## config.mk

```make
export PLATFORM = sky130hd
export DESIGN_NAME = rbr_to_bin
export DESIGN_NICKNAME = d
export VERILOG_FILES = /design/src/rtl/xfire_rbr_pkg.sv /design/src/rtl/rbr_slice_add.sv /design/src/rtl/rbr_to_bin.sv
export SDC_FILE = /design/constraint.sdc
export NUM_CORES = 1
export LEC_CHECK = 0
export BUFFER_PORTS_ARGS = -buffer_cell sky130_fd_sc_hd__buf_2
export CAP_MARGIN = 0
export CELL_PAD_IN_SITES_DETAIL_PLACEMENT = 0
export CELL_PAD_IN_SITES_GLOBAL_PLACEMENT = 2
export CORE_ASPECT_RATIO = 1.1
export CORE_MARGIN = 5
export CORE_UTILIZATION = 29
export DETAILED_ROUTE_END_ITERATION = 10
export GPL_TIMING_DRIVEN = 0
export PLACE_DENSITY_LB_ADDON = 0.1
export SLEW_MARGIN = 20
export SYNTH_ARGS = -nofsm -noshare
export SYNTH_HDL_FRONTEND = slang
export SYNTH_SLANG_ARGS = --single-unit
```

## constraint.sdc

```tcl
create_clock -name clk -period 4 [get_ports clk]
set_clock_uncertainty 0.2 [all_clocks]
set_input_delay 0.6 -clock clk [delete_from_list [all_inputs] [get_ports clk]]
set_output_delay 0.6 -clock clk [all_outputs]
set_load 0.01 [all_outputs]
```

## src/rtl/xfire_rbr_pkg.sv

```systemverilog
// Shared RBR definitions: digit encodings, converter FSM states and the
// digit-plane split used by the datapath and by rbr_add reference models.
package xfire_rbr_pkg;

  localparam int unsigned RBR_MAX_W = 64;

  typedef enum logic [1:0] {
    RBR_NEG1  = 2'b00,
    RBR_ZERO0 = 2'b01,
    RBR_ZERO1 = 2'b10,
    RBR_POS1  = 2'b11
  } rbr_digit_e;

  typedef enum logic [1:0] {
    ST_IDLE,
    ST_CONV,
    ST_DONE
  } conv_state_e;

  // Returns {A1, A0}: A1 = odd bits (digit MSBs), A0 = even bits (digit LSBs).
  function automatic logic [2*RBR_MAX_W-1:0] rbr_split(input logic [2*RBR_MAX_W-1:0] d);
    logic [RBR_MAX_W-1:0] a1;
    logic [RBR_MAX_W-1:0] a0;
    for (int unsigned i = 0; i < RBR_MAX_W; i++) begin
      a1[i] = d[2*i+1];
      a0[i] = d[2*i];
    end
    return {a1, a0};
  endfunction

endpackage

```

## src/rtl/rbr_slice_add.sv

```systemverilog
// Combinational CHUNK-bit adder with carry in/out, reused once per CONV cycle.
module rbr_slice_add #(
  parameter int unsigned CHUNK = 16
) (
  input  logic [CHUNK-1:0] x,
  input  logic [CHUNK-1:0] y,
  input  logic             ci,
  output logic [CHUNK-1:0] s,
  output logic             co
);

  assign {co, s} = {1'b0, x} + {1'b0, y} + {{CHUNK{1'b0}}, ci};

endmodule

```

## src/rtl/rbr_to_bin.sv

```systemverilog
// Serial RBR to two's complement converter: S = A1 + A0 + 1 resolved CHUNK
// digits per cycle, z = S - 2^W, with valid/ready handshakes on both sides.
module rbr_to_bin
  import xfire_rbr_pkg::*;
#(
  parameter int unsigned W     = 64,
  parameter int unsigned CHUNK = 16
) (
  input  logic           clk,
  input  logic           rst_n,
  input  logic           in_valid,
  output logic           in_ready,
  input  logic [2*W-1:0] a,
  input  logic           neg,
  output logic           out_valid,
  input  logic           out_ready,
  output logic [W:0]     z,
  output logic           zero
);

  localparam int unsigned NCH = W / CHUNK;
  localparam int unsigned CW  = (NCH > 1) ? $clog2(NCH) : 1;

  if (CHUNK == 0 || W % CHUNK != 0 || W > RBR_MAX_W) begin : g_bad_params
    $error("rbr_to_bin: W must be a multiple of CHUNK and at most RBR_MAX_W");
  end

  conv_state_e      state;
  logic [W-1:0]     a1;
  logic [W-1:0]     a0;
  logic [W-1:0]     a1_nx;
  logic [W-1:0]     a0_nx;
  logic [2*W-1:0]   d;
  logic [CW-1:0]    cnt;
  logic             cy;
  logic             zacc;
  logic [CHUNK-1:0] sx;
  logic [CHUNK-1:0] sy;
  logic [CHUNK-1:0] s;
  logic             co;
  logic             accept;

  assign in_ready = (state == ST_IDLE) | ((state == ST_DONE) & out_ready);
  assign accept   = in_valid & in_ready;

  always_comb begin
    d     = neg ? ~a : a;
    a1_nx = W'(rbr_split((2*RBR_MAX_W)'(d)) >> RBR_MAX_W);
    a0_nx = W'(rbr_split((2*RBR_MAX_W)'(d)));
  end

  always_comb begin
    sx = '0;
    sy = '0;
    for (int unsigned i = 0; i < NCH; i++) begin
      if (cnt == CW'(i)) begin
        sx = a1[i*CHUNK +: CHUNK];
        sy = a0[i*CHUNK +: CHUNK];
      end
    end
  end

  rbr_slice_add #(.CHUNK(CHUNK)) u_slice_add (
    .x  (sx),
    .y  (sy),
    .ci (cy),
    .s  (s),
    .co (co)
  );

  always_ff @(posedge clk) begin
    if (!rst_n) begin
      state     <= ST_IDLE;
      out_valid <= 1'b0;
      z         <= '0;
      zero      <= 1'b0;
      cnt       <= '0;
      cy        <= 1'b0;
      zacc      <= 1'b0;
      a1        <= '0;
      a0        <= '0;
    end else if (accept) begin
      a1        <= a1_nx;
      a0        <= a0_nx;
      cnt       <= '0;
      cy        <= 1'b1;
      zacc      <= 1'b1;
      out_valid <= 1'b0;
      state     <= ST_CONV;
    end else begin
      case (state)
        ST_CONV: begin
          for (int unsigned i = 0; i < NCH; i++) begin
            if (cnt == CW'(i)) z[i*CHUNK +: CHUNK] <= s;
          end
          cy   <= co;
          zacc <= zacc & (s == '0);
          if (cnt == CW'(NCH - 1)) begin
            // z[W] = ~S[W], so z == 0 needs a final carry of 1 with all sum bits clear.
            z[W]      <= ~co;
            zero      <= zacc & (s == '0) & co;
            out_valid <= 1'b1;
            state     <= ST_DONE;
          end else begin
            cnt <= cnt + 1'b1;
          end
        end
        ST_DONE: begin
          if (out_ready) begin
            out_valid <= 1'b0;
            state     <= ST_IDLE;
          end
        end
        default: ;
      endcase
    end
  end

endmodule

```

* Yosys cells after proc, flatten, opt, wreduce, memory -nomap -nowiden
Index checks and enable logic that the tools add are counted.
** Word-level totals
- Flip-flop bits (word level) :: 201
- Output and inout port bits :: 68
- Logic and storage cells :: 69
** Operators by class
- Add/sub/neg operators :: 3
- Equality and inequality tests :: 9
- Multiplexer cells :: 20
- Bitwise logic cells :: 10
- Reduce and logical (&&, ||, !) cells :: 14
** Operators by type and width (count)
- 2-to-1 mux 128 bit :: 1
- 2-to-1 mux 16 bit :: 8
- inverter 128 bit :: 1
- AND reduction 3 bit :: 6
- adder 16 x 16 -> 17 bit :: 1
- adder 17 x 1 -> 17 bit :: 1
- zero test 16 bit :: 1
- 2-to-1 mux 1 bit :: 7
- equality test 2 bit (second input constant) :: 3
- != test 3 bit (second input constant) :: 2
- AND 1 bit :: 4
- equality test 2 x 1 -> 1 bit (second input constant) :: 2
- zero test 2 bit :: 2
- 2-to-1 mux 2 bit :: 2
- != test 2 bit (second input constant) :: 2
- inverter 1 bit :: 4
- case mux 2 bit (2 select lines) :: 1
- nonzero test 2 bit :: 2
- nonzero test 3 bit :: 1
- adder 2 x 1 -> 2 bit (second input constant) :: 1
- case mux 1 bit (2 select lines) :: 1
- AND reduction 2 bit :: 1
- OR reduction 2 bit :: 1
- OR 1 bit :: 1

* Longest topological paths before layout
Gate-level depths: netlist of the first run.
- Depth in word-level cells :: 11
- Depth in mapped cells :: 21
- Gate-level depth less buffers :: 20

* By module
Synthesis of the first run repeated with hierarchy kept, for this count alone.
** Second synthesis, totals
- Cell total of the unflattened synthesis :: 1252
- Area total of the unflattened synthesis :: 10770.3 um^2
** By module, submodules not included
- rbr_to_bin :: instances 1, cells an instance 1158, area each 10023.4 um^2
- rbr_slice_add :: instances 1, cells an instance 94, area each 747.0 um^2

* Worst setup path after synthesis of the first run
OpenSTA, ideal clock, no wires.
- Kind :: register -> register
- From :: register cnt[1]
- To :: register zero
- Setup time :: 0.084 ns
- Arrival :: 4.083 ns
- Data required time :: 3.716 ns
- Slack :: -0.367 ns
- Cell stages (with the launch flop) :: 21
- Period minus slack after synthesis :: 4.367 ns
- Cells stage by stage :: dfxtp_1 > inv_1 > ha_1 > clkbuf_1 > buf_1 > a21oi_1 > nor2_1 > a21oi_1 > nor2_1 > a21oi_1 > fa_1 > inv_1 > fa_1 > a21o_1 > a21oi_2 > xnor2_1 > or4b_1 > or4_1 > nor4_1 > nand4b_1 > o31ai_2
** Between the ends
- Cells in the longest elaborated chain, start to end :: 10
** RTL lines
- start: declaration :: RTL line rbr_to_bin.sv:34 : logic [CW-1:0] cnt;
- start signal: assignment :: RTL line rbr_to_bin.sv:105 : cnt <= cnt + 1'b1;
- zero test 2 bit :: RTL line rbr_to_bin.sv:56 : if (cnt == CW'(i)) begin
- 2-to-1 mux 16 bit (4 in a row) :: RTL line rbr_to_bin.sv:56
- adder 16 x 16 -> 17 bit :: RTL line rbr_slice_add.sv:12 : assign {co, s} = {1'b0, x} + {1'b0, y} + {{CHUNK{1'b0}}, ci};
- adder 17 x 1 -> 17 bit :: RTL line rbr_slice_add.sv:12
- zero test 16 bit :: RTL line rbr_to_bin.sv:101 : zero <= zacc & (s == '0) & co;
- AND 1 bit (2 in a row) :: RTL line rbr_to_bin.sv:101
- end signal: assignment :: RTL line rbr_to_bin.sv:101
- end: declaration :: RTL line rbr_to_bin.sv:18 : output logic zero
Parallel ways exist; a longest one is shown, timed or not.
A chain may end at the register's enable or synchronous reset.

* Worst setup path after layout of the first run
- From :: register cnt[1]
- To :: register zacc
** Between the ends
- Cells in the longest elaborated chain, start to end :: 11
** RTL lines
- zero test 2 bit :: RTL line rbr_to_bin.sv:56
- 2-to-1 mux 16 bit (4 in a row) :: RTL line rbr_to_bin.sv:56
- adder 16 x 16 -> 17 bit * :: RTL line rbr_slice_add.sv:12
- adder 17 x 1 -> 17 bit * :: RTL line rbr_slice_add.sv:12
- zero test 16 bit * :: RTL line rbr_to_bin.sv:97 : zacc <= zacc & (s == '0);
- AND 1 bit * :: RTL line rbr_to_bin.sv:97
- 2-to-1 mux 1 bit * :: RTL line rbr_to_bin.sv:91 : case (state)
- 2-to-1 mux 1 bit * :: RTL line rbr_to_bin.sv:82 : end else if (accept) begin
- end signal: assignment :: RTL line rbr_to_bin.sv:97
- end: declaration :: RTL line rbr_to_bin.sv:36 : logic zacc;
Mark *: on every way between the ends. The rest lies on a longest branch, timed or not. The select of a mux whose other input is x is not followed.

==> results.py, run 1 <==
metrics = {
    "finish": {
        "fin_util_pct": 37.9,
        "nFillCells": 3784,
        "n_antenna_cell": 0,
        "final_cell_area_sq_mm": 0.0133,
        "area_growth_pct": 29.4,
        "stdcell_count": 1956,
        "nets": 1653,
        "layout-drive-gt1-share_pct": 24.7,
    },
    "run": {
        "cap_viol_max_count": 0,
    },
    "setup_path": {
        "arrival_ns": 4.55,
        "slowest_delay_ns": 0.47,
        "path_common_cell": "a21oi_2",
        "critPathKind": "register to register",
        "critPathTopFamily": "simple AND/OR/NAND/NOR gates",
        "crit_fanout": 8,
        "cp-start-kind": "register",
        "path_cells": "inv_2, ha_4, clkbuf_16, buf_12, a21oi_2, nor2_2, a21oi_2, nor2_1, a21oi_2, fa_2, inv_2, fa_2, a21o_1, a21oi_4, xnor2_4, or4b_1, or4_4, nor4_4, nand4b_1, buf_4, nand2_1",
        "crit_buf_inv": 5,
        "end_kind": "register",
        "crit_slowest_cell": "or4b_1",
        "cp.required_ns": 4.19,
    },
    "yosys": {
        "synthCells": 1241,
        "ys_ff_latch": 200,
        "async_flop_share_pct": 0,
        "syn_nets": 1395,
        "synthTopCellsByCount": "nand2_1 (316), dfxtp_1 (200), o211a_1 (139), xnor2_1 (139), clkbuf_1 (92)",
        "synth_area_leaders": "dfxtp_1 (39%), o211a_1 (14%), xnor2_1 (12%)",
        "synth.avg_cell_area_sq_um": 8.27,
        "ys_types": 44,
        "synth_top_area_cell": "dfxtp_1",
        "synth.top_cell.area_share_pct": 39.0,
        "yosys_most_used_dff": "dfxtp_1",
        "synth.cell_area_sq_mm": 0.0103,
        "synth_edf_count": 0,
        "ys_seq_area_share_pct": 39.0,
        "yosys.cell_count.top_type": "nand2_1",
        "ys_warn_count": 0,
    },
    "placed_design": {
        "placed_cells": 1884,
        "port_buffers": 199,
        "dp_hpwl_microns": 28800,
        "dp_slack_ns": -1.25,
        "gp_congestion": 0.782,
        "placedInstanceArea_sq_mm": 0.0119,
    },
    "timing": {
        "finalMaxSlewViolations": 0,
        "final_hold_viol_count": 0,
        "worstMarginPinSlew_ns": 0.911,
        "finalCritPeriodShare_pct": 109,
        "setup_violations": 15,
        "min_period_ns": 4.36,
        "fmax_ghz": 0.229,
        "rsz0062_at_grt": "yes",
        "maxSlewHeadroom_pct": 39.2,
        "final.setup.worst_slack_ns": -0.361,
    },
    "floorplan": {
        "row_count": 72,
        "fp.dieH_microns": 207,
        "die_width_microns": 189,
        "die_area_sq_mm": 0.0393,
        "start_util_pct": 29.3,
        "ioPinCount": 201,
        "coreArea_sq_mm": 0.0350,
    },
    "power": {
        "p_int_mw": 3.76,
        "power.switching_mw": 1.77,
        "p_per_area_mw_per_mm2": 416,
        "sw_frac_of_total_pct": 32.0,
        "clkPwrFrac_pct": 34.4,
        "power.total_mw": 5.53,
        "pwr-share-seq_pct": 40.2,
        "p_leak_nw": 6.55,
        "combPwrFrac_pct": 25.4,
        "ir_drop_v": 0.000321,
    },
    "status": {
        "violations": "setup timing",
        "outcome": "finished with violations",
    },
    "route": {
        "detail_route.iter0.violations": 452,
        "drcViolationCount": 0,
        "drt-total-wl_microns": 37100,
        "first_pass_iters": 4,
        "antenna_left": 0,
        "wire_per_inst_microns": 19.0,
        "viasPerCell": 4.76,
        "num_vias": 9305,
    },
    "clocking": {
        "cts_tree": "yes",
        "clock_path_buffers": 2,
        "cts.reportedPaths.clkPinSlew_ns": 0.08,
        "cts_root_buffer": "clkbuf_16",
        "cts-buffers-inserted": 17,
        "htreeDepth": 4,
        "clk_latency_ns": 0.45,
        "ctsHoldBuffers": 0,
        "clock_sinks": 200,
    },
    "min_path": {
        "hold_path_class": "register to register",
    },
    "grt": {
        "track_usage_pct": 18.4,
        "grt_first_pass_wirelength_microns": 55900,
        "overflow": 0,
        "antenna_found_initial": 0,
        "grt_pass1_vias": 9650,
        "grt_max_degree": 20,
    },
}
cell type report:
class | instances | area, sq um | share of cell area (%)
multi-input cells | 928 | 6230 | 46.9
inverters | 10 | 37.5 | 0.283
well taps | 444 | 556 | 4.18
clock inverters | 15 | 208 | 1.56
flip-flops and latches | 200 | 4010 | 30.2
repair buffers | 242 | 1330 | 10.0
clock buffers | 17 | 425 | 3.20
plain buffers | 100 | 478 | 3.60
metrics by stage:
| step | setup TNS, ns | hold slack, ns |
|---|---|---|
| finish | -1.44 | 0.251 |
| global route | -4.68 | 0.259 |
| CTS | -1.71 | 0.240 |
| detailed placement | -37.82 | 0.255 |
| global placement | -38.46 | 0.253 |
| floorplan | -0.0165 | 0.265 |
state kept, by name (all words and copies together), names as in the netlist:
register and cells:
z 65, out_valid 1, state 1, zero 1, zacc 1, a1 64, cnt 2, a0 64
cy 1
metal layers:
layer  vias up  track usage (%)  wire length [microns]
met1      4393             23.2                  16900
met2       163             32.7                  18600
met5         -                0                      0
met4         0             4.89                    592
met3        35             2.71                   1020
li1       4714                -                      -
placed cells by master, fill, tap and decap left out, types with 11 or more instances in the layout:
cell | Yosys | routed
buf_2 | 0 | 204
a21boi_1 | 0 | 11
o21ai_1 | 0 | 12
and2_1 | 11 | 11
a21boi_0 | 54 | 43
clkbuf_16 | 0 | 18
a21oi_1 | 76 | 50
dfxtp_1 | 200 | 198
buf_4 | 0 | 39
nand2_1 | 316 | 316
nor2_1 | 79 | 76
o21ai_0 | 43 | 27
o211a_1 | 139 | 139
clkbuf_1 | 92 | 74
a21oi_2 | 1 | 25
xnor2_1 | 139 | 131
tightest hold or removal path: stages, from the launching register on:
cell and delay (ns):
dfxtp_1 0.31, nand2_1 0.05, a21boi_1 0.05
timing repair:
action                                  CTS  global route
gates resized for setup                  91            47
pin swaps                                21            18
buffers inserted                         27            16
endpoints found under the setup margin   56            38
final timing paths:
path | from | end | slack [ns] | cells past startpoint
min | z[15]$_SDFFE_PN0P_ | z[15]$_SDFFE_PN0P_ | 0.25 | 2
min reg2reg | z[15]$_SDFFE_PN0P_ | z[15]$_SDFFE_PN0P_ | 0.25 | 2
max | cnt[1]$_SDFFE_PP0P_ | zacc$_SDFFE_PN0P_ | -0.36 | 21
max reg2reg | cnt[1]$_SDFFE_PP0P_ | zacc$_SDFFE_PN0P_ | -0.36 | 21
power groups by stage:
stage	Sequential, mW	Clock [mW]	Combinational [mW]
2_1_floorplan	2.24	0	0.713
3_3_place_gp	2.26	0	1.16
3_5_place_dp	2.27	0	1.16
4_1_cts	2.22	1.94	1.33
5_1_grt	2.24	2.02	1.53
6_report	2.22	1.90	1.40
cells by family (layout without fill, tap and decap cells):
kind of cell / count (synthesis) / count (layout) / synth area share, %
AND/OR/NAND/NOR: 427 / 427 / 16.5
AO/OA/AOI/OAI: 338 / 338 / 25.4
flip-flops: 200 / 200 / 39.0
XOR/XNOR: 141 / 141 / 12.0
buffers and inverters: 113 / 384 / 4.33
adder cells (fa/ha/maj): 21 / 21 / 2.71
multiplexers: 1 / 1 / 0.0975
No activity file was read; power rests on OpenSTA's default activity.
==> run 2, diff against run 1 <==
--- a/config.mk
+++ b/config.mk
@@ -11,7 +11,8 @@
 export CELL_PAD_IN_SITES_GLOBAL_PLACEMENT = 2
 export CORE_ASPECT_RATIO = 1.1
 export CORE_MARGIN = 5
-export CORE_UTILIZATION = 29
+export CORE_UTILIZATION = 30
+export CTS_BUF_LIST = sky130_fd_sc_hd__clkbuf_4
 export DETAILED_ROUTE_END_ITERATION = 10
 export GPL_TIMING_DRIVEN = 0
 export PLACE_DENSITY_LB_ADDON = 0.1
==> run 2 against run 1 <==
  * The flow still finishes with violations (setup timing)
  * Core utilization rose by 0.073 points
  * Total power fell by 14%
  * First-iteration DRC count fell by 6.9%
  * Cell area fell by 2.7%
  * Critical endpoint unchanged
  * Largest power group unchanged
  * Highest routed layer unchanged
==> results.py, run 2 (synthesis results as in run 1) <==
metrics = {
    "finish": {
        "top_regs": "z: 65 flops, a0: 64 flops, a1: 64 flops",
        "layout_common_cells": "nand2_1 (312), buf_2 (203), dfxtp_1 (198)",
        "largest_reg_flops": 65,
        "nFillCells": 3683,
        "multi_input_area_sq_mm": 0.00628,
        "layout-drive-gt1-share_pct": 24.3,
        "fin_util_pct": 38.0,
        "seqCellArea_sq_mm": 0.00401,
        "nets": 1648,
        "area_growth_pct": 25.8,
        "final_common_cell": "nand2_1",
        "regMostFlops": "z",
    },
    "timing": {
        "rsz0062_at_grt": "yes",
        "fmax_ghz": 0.231,
        "min_period_ns": 4.33,
        "finalMaxSlewViolations": 0,
        "final.setup.worst_slack_ns": -0.329,
        "finalCritPeriodShare_pct": 108,
        "maxSlewHeadroom_pct": 36.7,
        "worstMarginPinSlew_ns": 0.950,
        "fin_hold_ws_ns": 0.0453,
        "setup_violations": 7,
        "final_hold_viol_count": 0,
    },
    "setup_path": {
        "end_kind": "register",
        "path_cells": "inv_4, ha_4, clkbuf_16, buf_8, a21oi_2, nor2_1, a21oi_2, nor2_1, a21oi_2, fa_2, inv_2, fa_2, a21o_4, a21oi_4, xnor2_4, or4b_1, or4_1, nor4_2, nand4b_1, buf_4, nand2_1",
        "path_common_cell": "a21oi_2",
        "cp.required_ns": 4.37,
        "arrival_ns": 4.70,
        "cp-start-kind": "register",
        "crit_fanout": 8,
        "r2r_cells": 21,
        "crit_slowest_cell": "or4b_1",
        "slowest_delay_ns": 0.49,
        "critPathKind": "register to register",
    },
    "placed_design": {
        "gp_congestion": 0.783,
        "dp_hpwl_microns": 28200,
        "port_buffers": 199,
    },
    "floorplan": {
        "row_count": 71,
        "fp.dieH_microns": 204,
        "die_area_sq_mm": 0.0380,
        "ioPinCount": 201,
        "die_width_microns": 186,
        "coreArea_sq_mm": 0.0340,
        "start_util_pct": 30.2,
    },
    "min_path": {
        "hold_path_class": "primary input to register",
        "holdPathStages": 3,
    },
    "power": {
        "ir_drop_v": 0.000179,
        "p_leak_nw": 6.37,
        "p_per_area_mw_per_mm2": 366,
    },
    "status": {
        "outcome": "finished with violations",
        "violations": "setup timing",
    },
    "grt": {
        "grt_max_degree": 19,
        "overflow": 0,
        "track_usage_pct": 18.7,
        "antenna_found_initial": 2,
        "grt_pass1_vias": 9469,
        "grt_first_pass_wirelength_microns": 55300,
    },
    "clocking": {
        "clock_sinks": 200,
        "cts_tree": "yes",
        "ctsHoldBuffers": 0,
        "htreeDepth": 4,
        "cts.reportedPaths.clkPinSlew_ns": 0.17,
        "cts-buffers-inserted": 17,
        "clock_path_buffers": 2,
        "cts_root_buffer": "clkbuf_4",
        "clk_latency_ns": 0.62,
    },
    "route": {
        "viasPerCell": 4.79,
        "detail_route.iter0.violations": 421,
        "num_vias": 9332,
        "antenna_left": 0,
        "wire_per_inst_microns": 18.7,
        "drcViolationCount": 0,
        "drt-total-wl_microns": 36500,
        "first_pass_iters": 6,
    },
    "run": {
        "cap_viol_max_count": 0,
    },
}
## run 2: where the power goes
group / internal (mW) / leakage [nW] / switching [mW] / total (mW)
Combinational: 0.605 / 4.58 / 0.798 / 1.40
Clock: 0.325 / 0.149 / 0.774 / 1.10
Sequential: 2.13 / 1.65 / 0.0900 / 2.22
## run 2: final cells by class
class	instances	share of cell area, %
plain buffers	101	3.59
clock buffers	17	0.988
flip-flops and latches	200	31.0
clock inverters	15	1.08
repair buffers	236	10.1
well taps	438	4.24
multi-input cells	928	48.6
inverters	10	0.310
diodes	2	0.0387
## run 2: per-layer routing
layer / up-vias / GRT usage (%) / part of all wire [%]
met5: - / 0 / 0
met4: 0 / 4.33 / 1.5
met3: 30 / 3.14 / 3.7
met2: 214 / 33.5 / 50
met1: 4387 / 23.4 / 45
li1: 4701 / - / -
## run 2: final timing paths
path	endpoint	start	slack (ns)
worst min-delay path	state[0]$_SDFFE_PN0P_	in_valid	0.05
worst min register to register	z[28]$_SDFFE_PN0P_	z[28]$_SDFFE_PN0P_	0.26
worst max-delay path	zacc$_SDFFE_PN0P_	cnt[1]$_SDFFE_PP0P_	-0.33
worst max register to register	zacc$_SDFFE_PN0P_	cnt[1]$_SDFFE_PP0P_	-0.33
## run 2: what timing repair did
action / 4_1_cts / 5_1_grt
endpoints found under the setup margin: 56 / 41
gates resized for setup: 83 / 61
buffers inserted: 17 / 21
hold endpoints to repair: 0 / 0
pin swaps: 14 / 21
## run 2: worst max-delay path: cells and delay by family (launching register included)
| kind | cells | cell delay (ns) |
|---|---|---|
| simple gates | 7 | 1.42 |
| compound gates | 5 | 0.84 |
| fa+ha+maj | 3 | 0.77 |
| buf+inv | 5 | 0.55 |
| flops | 1 | 0.41 |
| xor+xnor | 1 | 0.09 |
## run 2: stage by stage
step / setup TNS (ns) / instances / cell area, sq um / setup slack (ns) / power [mW]
6_report: -0.949 / 1947 / 12900 / -0.329 / 4.73
5_1_grt: -4.03 / 1947 / 12900 / -0.526 / 5.00
4_1_cts: -0.801 / 1925 / 12600 / -0.382 / 4.65
3_5_place_dp: -36.39 / 1878 / 11900 / -1.24 / 3.43
3_3_place_gp: -39.63 / 1878 / 11900 / -1.39 / 3.41
2_1_floorplan: -0.0165 / 1241 / 10300 / -0.0165 / 2.95
